===== src/rtl/muldiv_unit_if.sv =====
// rtl/muldiv_unit_if.sv - start/busy/done handshake, operands and HI/LO access for muldiv_unit
interface muldiv_unit_if #(
  parameter int WIDTH = 32
);
  logic             start;
  logic [1:0]       op;
  logic [WIDTH-1:0] a;
  logic [WIDTH-1:0] b;
  logic             we_hi;
  logic             we_lo;
  logic [WIDTH-1:0] wd;
  logic             busy;
  logic             done;
  logic             div_by_zero;
  logic [WIDTH-1:0] hi;
  logic [WIDTH-1:0] lo;

  modport master (
    output start, op, a, b, we_hi, we_lo, wd,
    input  busy, done, div_by_zero, hi, lo
  );

  modport slave (
    input  start, op, a, b, we_hi, we_lo, wd,
    output busy, done, div_by_zero, hi, lo
  );
endinterface


===== src/rtl/muldiv_unit.sv =====
// rtl/muldiv_unit.sv - iterative MULT/MULTU/DIV/DIVU unit with HI/LO registers
// Shift-add multiply and restoring divide on magnitudes, one bit per cycle, sign fix in FIX.
module muldiv_unit #(
  parameter int WIDTH = 32
) (
  input  logic         clk,
  input  logic         reset_n,
  muldiv_unit_if.slave bus
);
  localparam int CW = $clog2(WIDTH);

  typedef enum logic [1:0] {IDLE, CALC, FIX} state_t;

  state_t             state, state_nx;
  logic               is_div;
  logic               sign_a, sign_b, zero_b;
  logic [WIDTH-1:0]   mag_a, mag_b;
  logic [2*WIDTH-1:0] acc;
  logic [CW-1:0]      cnt;
  logic [WIDTH-1:0]   hi_q, lo_q;
  logic               done_q, dbz_q;

  logic               neg_a_in, neg_b_in;
  logic [WIDTH-1:0]   mag_a_in, mag_b_in;
  logic [WIDTH:0]     mul_sum, div_rem_sh, div_diff;
  logic               div_ge;
  logic [2*WIDTH-1:0] acc_step;
  logic [2*WIDTH-1:0] prod;
  logic [WIDTH-1:0]   quo, rem, a_orig, fix_hi, fix_lo;

  logic accept;
  assign accept = (state == IDLE) && bus.start;

  always_comb begin
    neg_a_in = ~bus.op[0] & bus.a[WIDTH-1];
    neg_b_in = ~bus.op[0] & bus.b[WIDTH-1];
    mag_a_in = neg_a_in ? -bus.a : bus.a;
    mag_b_in = neg_b_in ? -bus.b : bus.b;
  end

  // acc holds {partial product, multiplier} for MUL and {remainder, dividend/quotient} for DIV
  always_comb begin
    mul_sum    = {1'b0, acc[2*WIDTH-1:WIDTH]} + (acc[0] ? {1'b0, mag_a} : '0);
    div_rem_sh = acc[2*WIDTH-1:WIDTH-1];
    div_diff   = div_rem_sh - {1'b0, mag_b};
    div_ge     = ~div_diff[WIDTH];
    if (is_div)
      acc_step = {(div_ge ? div_diff[WIDTH-1:0] : div_rem_sh[WIDTH-1:0]), acc[WIDTH-2:0], div_ge};
    else
      acc_step = {mul_sum, acc[WIDTH-1:1]};
  end

  always_comb begin
    prod   = (sign_a ^ sign_b) ? -acc : acc;
    quo    = (sign_a ^ sign_b) ? -acc[WIDTH-1:0] : acc[WIDTH-1:0];
    rem    = sign_a ? -acc[2*WIDTH-1:WIDTH] : acc[2*WIDTH-1:WIDTH];
    a_orig = sign_a ? -mag_a : mag_a;
    fix_hi = prod[2*WIDTH-1:WIDTH];
    fix_lo = prod[WIDTH-1:0];
    if (is_div) begin
      fix_hi = zero_b ? a_orig : rem;
      fix_lo = zero_b ? '1 : quo;
    end
  end

  always_comb begin
    state_nx = state;
    case (state)
      IDLE:    if (bus.start) state_nx = CALC;
      CALC:    if (cnt == CW'(WIDTH - 1)) state_nx = FIX;
      FIX:     state_nx = IDLE;
      default: state_nx = IDLE;
    endcase
  end

  always_ff @(posedge clk or negedge reset_n) begin
    if (!reset_n) state <= IDLE;
    else          state <= state_nx;
  end

  always_ff @(posedge clk) begin
    if (accept) begin
      is_div <= bus.op[1];
      sign_a <= neg_a_in;
      sign_b <= neg_b_in;
      zero_b <= (bus.b == '0);
      mag_a  <= mag_a_in;
      mag_b  <= mag_b_in;
      acc    <= {{WIDTH{1'b0}}, (bus.op[1] ? mag_a_in : mag_b_in)};
      cnt    <= '0;
    end else if (state == CALC) begin
      acc <= acc_step;
      cnt <= cnt + CW'(1);
    end
  end

  // Direct writes are only honoured while idle; FIX always wins over them
  always_ff @(posedge clk or negedge reset_n) begin
    if (!reset_n) begin
      hi_q   <= '0;
      lo_q   <= '0;
      done_q <= 1'b0;
      dbz_q  <= 1'b0;
    end else begin
      done_q <= (state == FIX);
      dbz_q  <= (state == FIX) && is_div && zero_b;
      if (state == FIX) begin
        hi_q <= fix_hi;
        lo_q <= fix_lo;
      end else if (state == IDLE) begin
        if (bus.we_hi) hi_q <= bus.wd;
        if (bus.we_lo) lo_q <= bus.wd;
      end
    end
  end

  assign bus.busy        = (state != IDLE);
  assign bus.done        = done_q;
  assign bus.div_by_zero = dbz_q;
  assign bus.hi          = hi_q;
  assign bus.lo          = lo_q;
endmodule


===== src/flat_wrapper.sv =====
// flat-port wrapper written by rule: the top's interface ports become plain ports
module muldiv_unit_flat 
#(
  parameter int WIDTH = 32
)
  (clk, reset_n, bus_start, bus_op, bus_a, bus_b, bus_we_hi, bus_we_lo, bus_wd, bus_busy, bus_done, bus_div_by_zero, bus_hi, bus_lo);
  muldiv_unit_if #(.WIDTH(WIDTH)) bus_i ();
  input  logic clk;
  input  logic reset_n;
  input wire logic [$bits(bus_i.start)-1:0] bus_start;
  input wire logic [$bits(bus_i.op)-1:0] bus_op;
  input wire logic [$bits(bus_i.a)-1:0] bus_a;
  input wire logic [$bits(bus_i.b)-1:0] bus_b;
  input wire logic [$bits(bus_i.we_hi)-1:0] bus_we_hi;
  input wire logic [$bits(bus_i.we_lo)-1:0] bus_we_lo;
  input wire logic [$bits(bus_i.wd)-1:0] bus_wd;
  output wire logic [$bits(bus_i.busy)-1:0] bus_busy;
  output wire logic [$bits(bus_i.done)-1:0] bus_done;
  output wire logic [$bits(bus_i.div_by_zero)-1:0] bus_div_by_zero;
  output wire logic [$bits(bus_i.hi)-1:0] bus_hi;
  output wire logic [$bits(bus_i.lo)-1:0] bus_lo;
  assign bus_i.start = bus_start;
  assign bus_i.op = bus_op;
  assign bus_i.a = bus_a;
  assign bus_i.b = bus_b;
  assign bus_i.we_hi = bus_we_hi;
  assign bus_i.we_lo = bus_we_lo;
  assign bus_i.wd = bus_wd;
  assign bus_busy = bus_i.busy;
  assign bus_done = bus_i.done;
  assign bus_div_by_zero = bus_i.div_by_zero;
  assign bus_hi = bus_i.hi;
  assign bus_lo = bus_i.lo;
  muldiv_unit #(.WIDTH(WIDTH)) u_core (.clk(clk), .reset_n(reset_n), .bus(bus_i));
endmodule

===== config.mk =====
export PLATFORM = sky130hd
export DESIGN_NAME = muldiv_unit_flat
export DESIGN_NICKNAME = d
export VERILOG_FILES = /design/src/rtl/muldiv_unit_if.sv /design/src/rtl/muldiv_unit.sv /design/src/flat_wrapper.sv
export SDC_FILE = /design/constraint.sdc
export NUM_CORES = 1
export LEC_CHECK = 0
export CORE_MARGIN = 2
export CORE_UTILIZATION = 49
export DETAILED_ROUTE_END_ITERATION = 12
export GPL_TIMING_DRIVEN = 0
export PLACE_DENSITY = 0.73
export SLEW_MARGIN = 20
export SYNTH_ARGS = -nofsm -noshare
export SYNTH_HDL_FRONTEND = slang
export SYNTH_SLANG_ARGS = --single-unit

===== constraint.sdc =====
create_clock -name clk -period 3.6 [get_ports clk]
set_input_delay 0.72 -clock clk [delete_from_list [all_inputs] [get_ports clk]]
set_output_delay 0.72 -clock clk [all_outputs]
set_load 0.05 [all_outputs]

### Yosys cells after proc, flatten, opt, wreduce, memory -nomap -nowiden

Cells that the tools add are included.

| storage, ports and cells | value |
|---|---|
| register bits after elaboration | 205 |
| input port bits | 103 |

| cells by class | value |
|---|---|
| add/sub/neg operators | 9 |
| eq/ne operators | 5 |
| multiplexer cells | 25 |
| bitwise logic cells | 5 |
| reduce and logical (&&, ||, !) cells | 13 |

Operator list:

| kind | count |
|---|---|
| $mux 32 | 20 |
| $neg 32->32 | 5 |
| $mux 64 | 2 |
| $neg 64->64 | 1 |
| $add 32x32->33 | 1 |
| $sub 33x32->33 | 1 |
| $logic_not 32->1 | 1 |
| $reduce_bool 2->1 | 5 |
| $reduce_and 2->1 | 3 |
| $add 5x1->5 const B | 1 |
| $eq 5x5->1 const B | 1 |
| $mux 2 | 2 |
| $pmux 2 s2 | 1 |
| $logic_and 1x1->1 | 3 |
| $and 1x1->1 | 2 |
| $eq 2x1->1 const B | 1 |
| $eq 2x2->1 const B | 1 |
| $logic_not 2->1 | 1 |
| $ne 2x1->1 const B | 1 |
| $ne 2x2->1 const B | 1 |
| $not 1->1 | 2 |
| $xor 1x1->1 | 1 |

### Depth between registers and ports, before layout

Gate-level depths: netlist of run 1.

| logic depth | value |
|---|---|
| depth after elaboration | 5 |
| gate-level depth with buffers | 15 |

### Worst setup path before layout of run 1

No wires, ideal clock.

| path | value |
|---|---|
| path type | input -> register |
| start point | input bus_start |
| end point | register u_core.is_div, enable pin |
| arrival time | 3,195 ps |
| required time | 3,141 ps |
| path slack | -54 ps |
| cell stages on the path | 4 |
| path buffers | 2 |
| path through | nand2_1 -> inv_1 -> clkbuf_1 -> buf_1 |

| between the ends | value |
|---|---|
| cells in the longest elaborated chain, start to end | 1 |

Ends and longest elaborated chain:

| what | line | RTL |
|---|---|---|
| start: declaration | flat_wrapper.sv:10 | `input wire logic [$bits(bus_i.start)-1:0] bus_start;` |
| $logic_and 1x1->1 | muldiv_unit.sv:32 | `assign accept = (state == IDLE) && bus.start;` |
| named net u_core.accept | muldiv_unit.sv:31 | `logic accept;` |
| end signal: assignment | muldiv_unit.sv:83 | `is_div <= bus.op[1];` |
| end: declaration | muldiv_unit.sv:15 | `logic is_div;` |

The timed path passes the listed nets, and every way through them passes these cells.
A chain may end at the register's enable or synchronous reset.

### Final worst setup path of run 1

| path | value |
|---|---|
| start point | register u_core.sign_a |
| end point | register u_core.hi_q[16] (netlist: u_core.bus.hi[16]) |

| between the ends | value |
|---|---|
| cells in the longest elaborated chain, start to end | 4 |
| elaborated cells on any way between the ends | 7 |
| those cells by class | 6 x mux; 1 x bitwise |

Ends and longest elaborated chain:

| what | line | RTL |
|---|---|---|
| start: declaration | muldiv_unit.sv:16 | `logic sign_a, sign_b, zero_b;` |
| start signal: assignment | muldiv_unit.sv:84 | `sign_a <= neg_a_in;` |
| $xor 1x1->1, or another cell as far along | muldiv_unit.sv:54 | `prod = (sign_a ^ sign_b) ? -acc : acc;` |
| $mux 64 / $mux 32 (equally long branches) | muldiv_unit.sv:54, muldiv_unit.sv:61 |  |
| $mux 32 (*) | muldiv_unit.sv:60 | `if (is_div) begin` |
| $mux 32 (*) | muldiv_unit.sv:107 | `if (state == FIX) begin` |
| end signal: assignment | muldiv_unit.sv:108 | `hi_q <= fix_hi;` |
| end signal: assignment | muldiv_unit.sv:111 | `if (bus.we_hi) hi_q <= bus.wd;` |
| end: declaration | muldiv_unit.sv:20 | `logic [WIDTH-1:0] hi_q, lo_q;` |

Every way passes the cells marked *; elsewhere a longest branch is shown, timed or not.

==> results of run 1 <==
-- area by class of cell --
type | count | area share, %
repair buffers | 197 | 9.51
flip-flops and latches | 205 | 26.8
plain buffers | 124 | 2.48
clock inverters | 18 | 0.830
diodes | 1 | 0.0123
inverters | 71 | 1.33
clock buffers | 26 | 3.04
multi-input cells | 1629 | 53.3
well taps | 448 | 2.75
-- power groups by stage --
| stage | combinational, mW | clock (mW) | sequential, mW |
|---|---|---|---|
| 2_1_floorplan | 6.64 | 0 | 5.37 |
| 3_3_place_gp | 10.8 | 0 | 4.61 |
| 3_5_place_dp | 11.0 | 0 | 4.60 |
| 4_1_cts | 11.4 | 2.45 | 4.57 |
| 5_1_grt | 12.7 | 2.54 | 4.71 |
| 6_report | 11.9 | 2.46 | 4.65 |
-- registers in the layout, indices dropped and copies added, names as in the netlist --
signal                  count
u_core.acc                 64
u_core.bus.lo              32
u_core.sign_a               1
u_core.bus.div_by_zero      1
u_core.sign_b               1
u_core.bus.done             1
u_core.mag_b               32
u_core.state                2
u_core.bus.hi              32
u_core.cnt                  5
u_core.is_div               1
u_core.mag_a               32
u_core.zero_b               1
-- per-stage QoR --
| step | utilization (%) | power, mW | area (µm²) | hold WS (ps) |
|---|---|---|---|---|
| 5_1_grt | 60.5 | 19.9 | 20300 | 70.6 |
| 3_5_place_dp | 56.6 | 15.6 | 19000 | 452 |
| 4_1_cts | 59.7 | 18.4 | 20100 | 57.8 |
| 3_3_place_gp | 56.5 | 15.5 | 19000 | 454 |
| 2_1_floorplan | - | 12.0 | 16700 | 424 |
| 6_report | 60.5 | 19.0 | 20400 | 49.0 |
-- routing by layer --
metal	global-route usage [%]	vias to the layer above	part of all wire (%)
li1	-	7848	-
met1	53.4	8421	41
met2	58.7	1103	44
met3	6.89	180	11
met4	15.1	0	4.7
met5	0	-	0
-- worst paths after layout --
| path | startpoint | end | slack [ps] | cells past startpoint |
|---|---|---|---|---|
| min in group clk | u_core.cnt[4] | u_core.cnt[4] | 460 | 2 |
| setup / recovery | u_core.sign_a | u_core.bus.hi[16] | 30 | 9 |
| setup reg to reg | u_core.sign_a | u_core.bus.hi[16] | 30 | 9 |
| hold reg to reg | u_core.cnt[4] | u_core.cnt[4] | 460 | 2 |
| hold / removal | reset_n | u_core.bus.lo[26] | 50 | 1 |
| max in group asynchronous | reset_n | u_core.bus.lo[6] | 3010 | 2 |
-- layout by cell type, fill, tap and decap left out, types with 17 or more instances in the layout --
cell,instances
a211oi_1,41
a21o_1,26
a21oi_1,180
a31oi_1,17
and2_1,38
buf_4,27
clkbuf_1,102
clkbuf_16,24
clkdlybuf4s50_1,168
dfrtp_1,68
dfxtp_1,35
edfxtp_1,100
ha_1,70
inv_1,67
mux2i_1,38
nand2_1,179
nand2b_1,27
nand3_1,33
nor2_1,158
nor2b_1,32
nor3_1,55
o211ai_1,17
o21ai_0,167
o22ai_1,44
o31ai_1,21
or3_1,20
xnor2_1,102
xor2_1,120
-- cell families (layout without fill, tap and decap cells) --
group	after synthesis	after routing	synth area share, %
and+or+nand+nor	649	649	19.1
xor gates and xnor gates	224	224	11.7
muxes	45	45	2.81
buffers and inverters	196	436	4.49
DFF	205	205	32.5
adders and majority gates	73	73	5.55
other	0	1	0
AOI/OAI and AO/OA	638	638	23.8
-- repair_timing --
action                     in CTS  in global routing
setup buffers                  14                 12
setup endpoints to repair      49                 41
pin swaps                      14                 23
cloned                          0                  0
resized for setup              38                 39
==> flow_summary_export.csv, run 1 <==
group,metric,value,unit
status,outcome,"complete, no violations",
drt,drt_first_iter_violations,2197,
sta,timing.final.crit_period,3570,ps
sta,max_freq,280,MHz
critical_path,critical_path.endpoint_type,"register",
drt,count_of_antenna_violating_nets_left_after_detailed_routing,0,
logic_synthesis,synth_edf_count,100,
global_route,grt_start_max_net_pins,49,
global_route,antenna_violations_before_repair,1,
layout,seqCellArea,5450,µm²
layout,final_cells,2719,
clock_network,tritoncts_num_sinks,205,
critical_path,cpMaxStageDelayCell,"xor2_2",
drt,routed_wl,70400,µm
clock_network,cts-buffers-inserted,24,
sta,final_critical_path_setup_slack,31.9,ps
power_and_ir_drop,power.share.clock,12.9,%
power_and_ir_drop,vdd_drop_max,0.575,mV
sta,timing_worst_slew_pin_value,1120,ps
drt,drt_first_pass_iters,6,
sta,final-hold-violation-count,0,
logic_synthesis,synth_ff_type,"edfxtp_1",
clock_network,htreeDepth,1,
power_and_ir_drop,total_switching_power,9.71,mW
logic_synthesis,post_synth_inst_count,2030,
logic_synthesis,seq_area_frac_synth,32.5,%
placed_design,pre_cts_slack,-1070,ps
global_route,grt_pass1_wl,102000,µm
power_and_ir_drop,power_leakage,8.07,nW
floorplanning,core_area,33600,µm²
logic_synthesis,synthesis.yosys.warnings,0,
layout,nets,2428,
logic_synthesis,synth.lib_cells_used.distinct,83,
logic_synthesis,mappedNetlistArea,16700,µm²
power_and_ir_drop,p_comb_share,62.6,%
critical_path,cp_max_fo,10,
floorplanning,area_of_the_die,35600,µm²
clock_network,cts_hold_buf,0,
clock_network,worst_skew_pair.late_latency,560,ps
sta,setup-tns-final,0,ps
sta,slew_viol_final,0,
layout,syn_to_final_growth,21.7,%
clock_network,root_buffer,"clkbuf_16",
sta,post-route-period-util,99.1,%
critical_path,cp.buffers_inverters,1,
logic_synthesis,postSynth.asyncResetShare,33.2,%
floorplanning,num_rows,67,
layout,final_layout_size_suffix_gt1_share,7.93,%
layout,multiInputGateArea,10800,µm²
layout,nFillCells,3039,
worst_hold_path,hold_class,"in2async",
logic_synthesis,synthDominantAreaCellType,"edfxtp_1",
logic_synthesis,yosys-top-cells-area,"edfxtp_1 (18%), dfrtp_1 (10%), xor2_1 (6.3%)",
clock_network,cts_tree,"done",
floorplanning,die-width,189,µm
logic_synthesis,synth.top_cells.by_count,"a21oi_1 (185), nand2_1 (181), o21ai_0 (169)",
critical_path,worstPathArrival,4060,ps
drt,avgViaCountPerCell,6.46,
critical_path,timing.critical_path.max_delay_family,"compound AO/OA/AOI/OAI gates",
clock_network,clock_tree_buffer_depth,3,
logic_synthesis,synth_most_common_cell,"a21oi_1",
floorplanning,initial_core_utilization,49.8,%
clock_network,clock_slew_at_the_register_clock_pins_of_the_worst_setup_and_hold_paths,70,ps
power_and_ir_drop,internal_power,9.31,mW
critical_path,cpPeakStageDelay,590,ps
global_route,track_usage,38.2,%
logic_synthesis,syn-mean-instance-area,8.24,µm²
floorplanning,ioPinCount,170,
drt,route.vias.total,17600,
logic_synthesis,postSynthNetCount,2206,
drt,wire_per_inst,25.9,µm
global_route,first_global_vias,16300,
logic_synthesis,postSynthRegisterBits,205,
drt,remaining_drc_errors,0,
power_and_ir_drop,switching_power_as_a_share_of_total_power,51.1,%
placed_design,globalplace.congestion,1.06,
floorplanning,die_h,189,µm
placed_design,detailedPlacementHpwl,55300,µm
critical_path,critical_path.cell_chain,"clkbuf_1 > xor2_2 > nand2_1 > a31oi_1 > o21bai_1 > a21oi_1 > xor2_1 > o21ai_0 > o221a_2",
logic_synthesis,synthDominantCellAreaShare,17.9,%
critical_path,required,4100,ps
run,drv_cap,0,
critical_path,cp-start-kind,"register",
placed_design,portBuffers,169,
critical_path,worst-setup-path-type,"reg2reg",
sta,rsz_0062_raised_after_global_routing,"true",
sta,timing.slew.headroom,25.4,%
sta,setup_viol_count_final,0,
sta,fin_skew,11.5,ps
placed_design,place.detailed.instances,2649,
power_and_ir_drop,power-per-cell-area,934,nW/µm²
power_and_ir_drop,sequential_cell_fraction_of_total_power,24.5,%
global_route,globalRoute.totalOverflow,0,
Power figures use the tool's default switching activity.
==> run 2: changes to the inputs <==
--- a/config.mk
+++ b/config.mk
@@ -5,6 +5,7 @@
 export SDC_FILE = /design/constraint.sdc
 export NUM_CORES = 1
 export LEC_CHECK = 0
+export CORE_ASPECT_RATIO = 0.7
 export CORE_MARGIN = 2
 export CORE_UTILIZATION = 49
 export DETAILED_ROUTE_END_ITERATION = 12
==> run 2 against run 1 <==
Compared with the run above: the flow now finishes with violations (negative setup slack); first-iteration DRC count is 12% higher; sequential share of layout area up 0.18 points; clock power down 7%; critical path type unchanged; critical endpoint is now u_core.bus.lo[28].
==> flow_summary_export.csv, run 2 (synthesis results as in run 1) <==
group,metric,value,unit
clock_network,htreeDepth,1,
layout,mostFrequentLayoutCell,"a21oi_1",
floorplanning,die_h,159,µm
sta,timing_worst_slew_pin_value,1170,ps
critical_path,cpMaxStageDelayCell,"a21oi_1",
sta,final-hold-violation-count,0,
critical_path,cp.buffers_inverters,2,
clock_network,cts_hold_buf,0,
drt,routed_wl,69700,µm
clock_network,tritoncts_num_sinks,205,
global_route,antenna_violations_before_repair,1,
placed_design,globalplace.congestion,1.04,
layout,max_flop_register,"u_core.acc",
sta,slew_viol_final,0,
drt,wire_per_inst,25.8,µm
layout,antenna_cells,0,
critical_path,cpPeakStageDelay,870,ps
critical_path,required,4060,ps
clock_network,cts_tree,"done",
sta,final_critical_path_setup_slack,-129,ps
layout,largest_register_ff_count,64,
floorplanning,area_of_the_die,35700,µm²
layout,nets,2421,
floorplanning,initial_core_utilization,49.8,%
layout,most-common-layout-cells,"a21oi_1 (181), nand2_1 (179), clkdlybuf4s50_1 (168)",
critical_path,cp-start-kind,"register",
sta,finalHoldWorstSlack,22.5,ps
status,failed_checks,"negative setup slack",
sta,fin_skew,15.2,ps
sta,setup_viol_count_final,2,
critical_path,critical_path.cell_chain,"inv_2 > buf_4 > ha_1 > and3_1 > a21oi_1 > nor3_1 > nor2_1 > xor2_1 > o22ai_1 > o21ai_0",
global_route,first_global_vias,15900,
placed_design,portBuffers,169,
layout,nFillCells,3021,
run,drv_cap,0,
power_and_ir_drop,vdd_drop_max,0.575,mV
sta,timing.final.crit_period,3730,ps
floorplanning,ioPinCount,170,
critical_path,critical_path.endpoint_type,"register",
critical_path,cp_max_fo,7,
power_and_ir_drop,power-per-cell-area,933,nW/µm²
drt,remaining_drc_errors,0,
clock_network,clock_tree_buffer_depth,3,
layout,final_layout_size_suffix_gt1_share,7.52,%
power_and_ir_drop,power_leakage,8.02,nW
global_route,grt_pass1_wl,101000,µm
status,outcome,"finished with violations",
global_route,track_usage,38.2,%
global_route,globalRoute.totalOverflow,0,
drt,route.vias.total,17600,
clock_network,worst_skew_pair.late_latency,550,ps
clock_network,root_buffer,"clkbuf_16",
power_and_ir_drop,totalPowerFinal,18.9,mW
sta,rsz_0062_raised_after_global_routing,"true",
floorplanning,num_rows,56,
placed_design,detailedPlacementHpwl,55500,µm
worst_hold_path,hold_class,"in2async",
placed_design,place.detailed.instances,2636,
critical_path,worstPathArrival,4190,ps
drt,count_of_antenna_violating_nets_left_after_detailed_routing,0,
floorplanning,die-width,225,µm
critical_path,timing.critical_path.max_delay_family,"compound AO/OA/AOI/OAI gates",
drt,avgViaCountPerCell,6.53,
critical_path,worst-setup-path-type,"reg2reg",
sta,post-route-period-util,104,%
clock_network,cts-buffers-inserted,22,
global_route,grt_start_max_net_pins,61,
sta,max_freq,268,MHz
layout,final_cells,2696,
floorplanning,core_area,33600,µm²
clock_network,clock_slew_at_the_register_clock_pins_of_the_worst_setup_and_hold_paths,70,ps
layout,syn_to_final_growth,20.9,%
drt,drt_first_pass_iters,6,
drt,drt_first_iter_violations,2465,
sta,setup-tns-final,-129,ps
sta,timing.slew.headroom,22.2,%
-- run 2: repair_timing --
| item | in CTS | in global routing |
|---|---|---|
| resized for setup | 41 | 41 |
| buffers inserted | 10 | 13 |
| endpoints found under the setup margin | 48 | 48 |
| pin swaps | 9 | 25 |
-- run 2: layout make-up --
class,instances,area (µm²),share of cell area (%)
Timing Repair Buffer,194,1920,9.48
Buffer,122,495,2.45
Inverter,71,267,1.32
Sequential cell,205,5450,27.0
Clock inverter,12,100,0.495
Tap cell,435,544,2.69
Multi-Input combinational cell,1629,10900,53.7
Clock buffer,28,583,2.88
-- run 2: worst paths after layout --
check / end / depth (start not counted) / slack, ps / startpoint
min: u_core.bus.lo[25] / 1 / 20 / reset_n
max in group asynchronous: u_core.bus.lo[6] / 2 / 3040 / reset_n
max: u_core.bus.lo[28] / 10 / -130 / u_core.acc[0]
min reg2reg: u_core.cnt[4] / 2 / 470 / u_core.cnt[4]
max reg2reg: u_core.bus.lo[28] / 10 / -130 / u_core.acc[0]
min in group clk: u_core.cnt[4] / 2 / 470 / u_core.cnt[4]
-- run 2: metrics by stage --
step / utilization, % / cell area [µm²] / setup slack, ps
finish: 60.3 / 20200 / -129
global route: 60.3 / 20200 / -44.3
CTS: 59.5 / 20000 / 4.96
detailed placement: 56.7 / 19000 / -1040
global placement: 56.5 / 19000 / -1500
floorplan: - / 16700 / 22.4
-- run 2: routing by layer --
metal | global-route usage [%] | share of wire [%] | up-vias
li1 | - | - | 7830
met2 | 52.8 | 40 | 1197
met3 | 13.1 | 15 | 129
met1 | 56.2 | 43 | 8451
met5 | 0 | 0.019 | -
met4 | 9.40 | 2.6 | 2
-- run 2: report_power, final --
part           total (mW)  switching, mW  leakage, nW  internal [mW]
sequential           4.66           1.13         2.10           3.52
clock                2.28           1.05        0.328           1.23
combinational        11.9           7.49         5.59           4.44
total                18.9           9.67         8.02           9.19
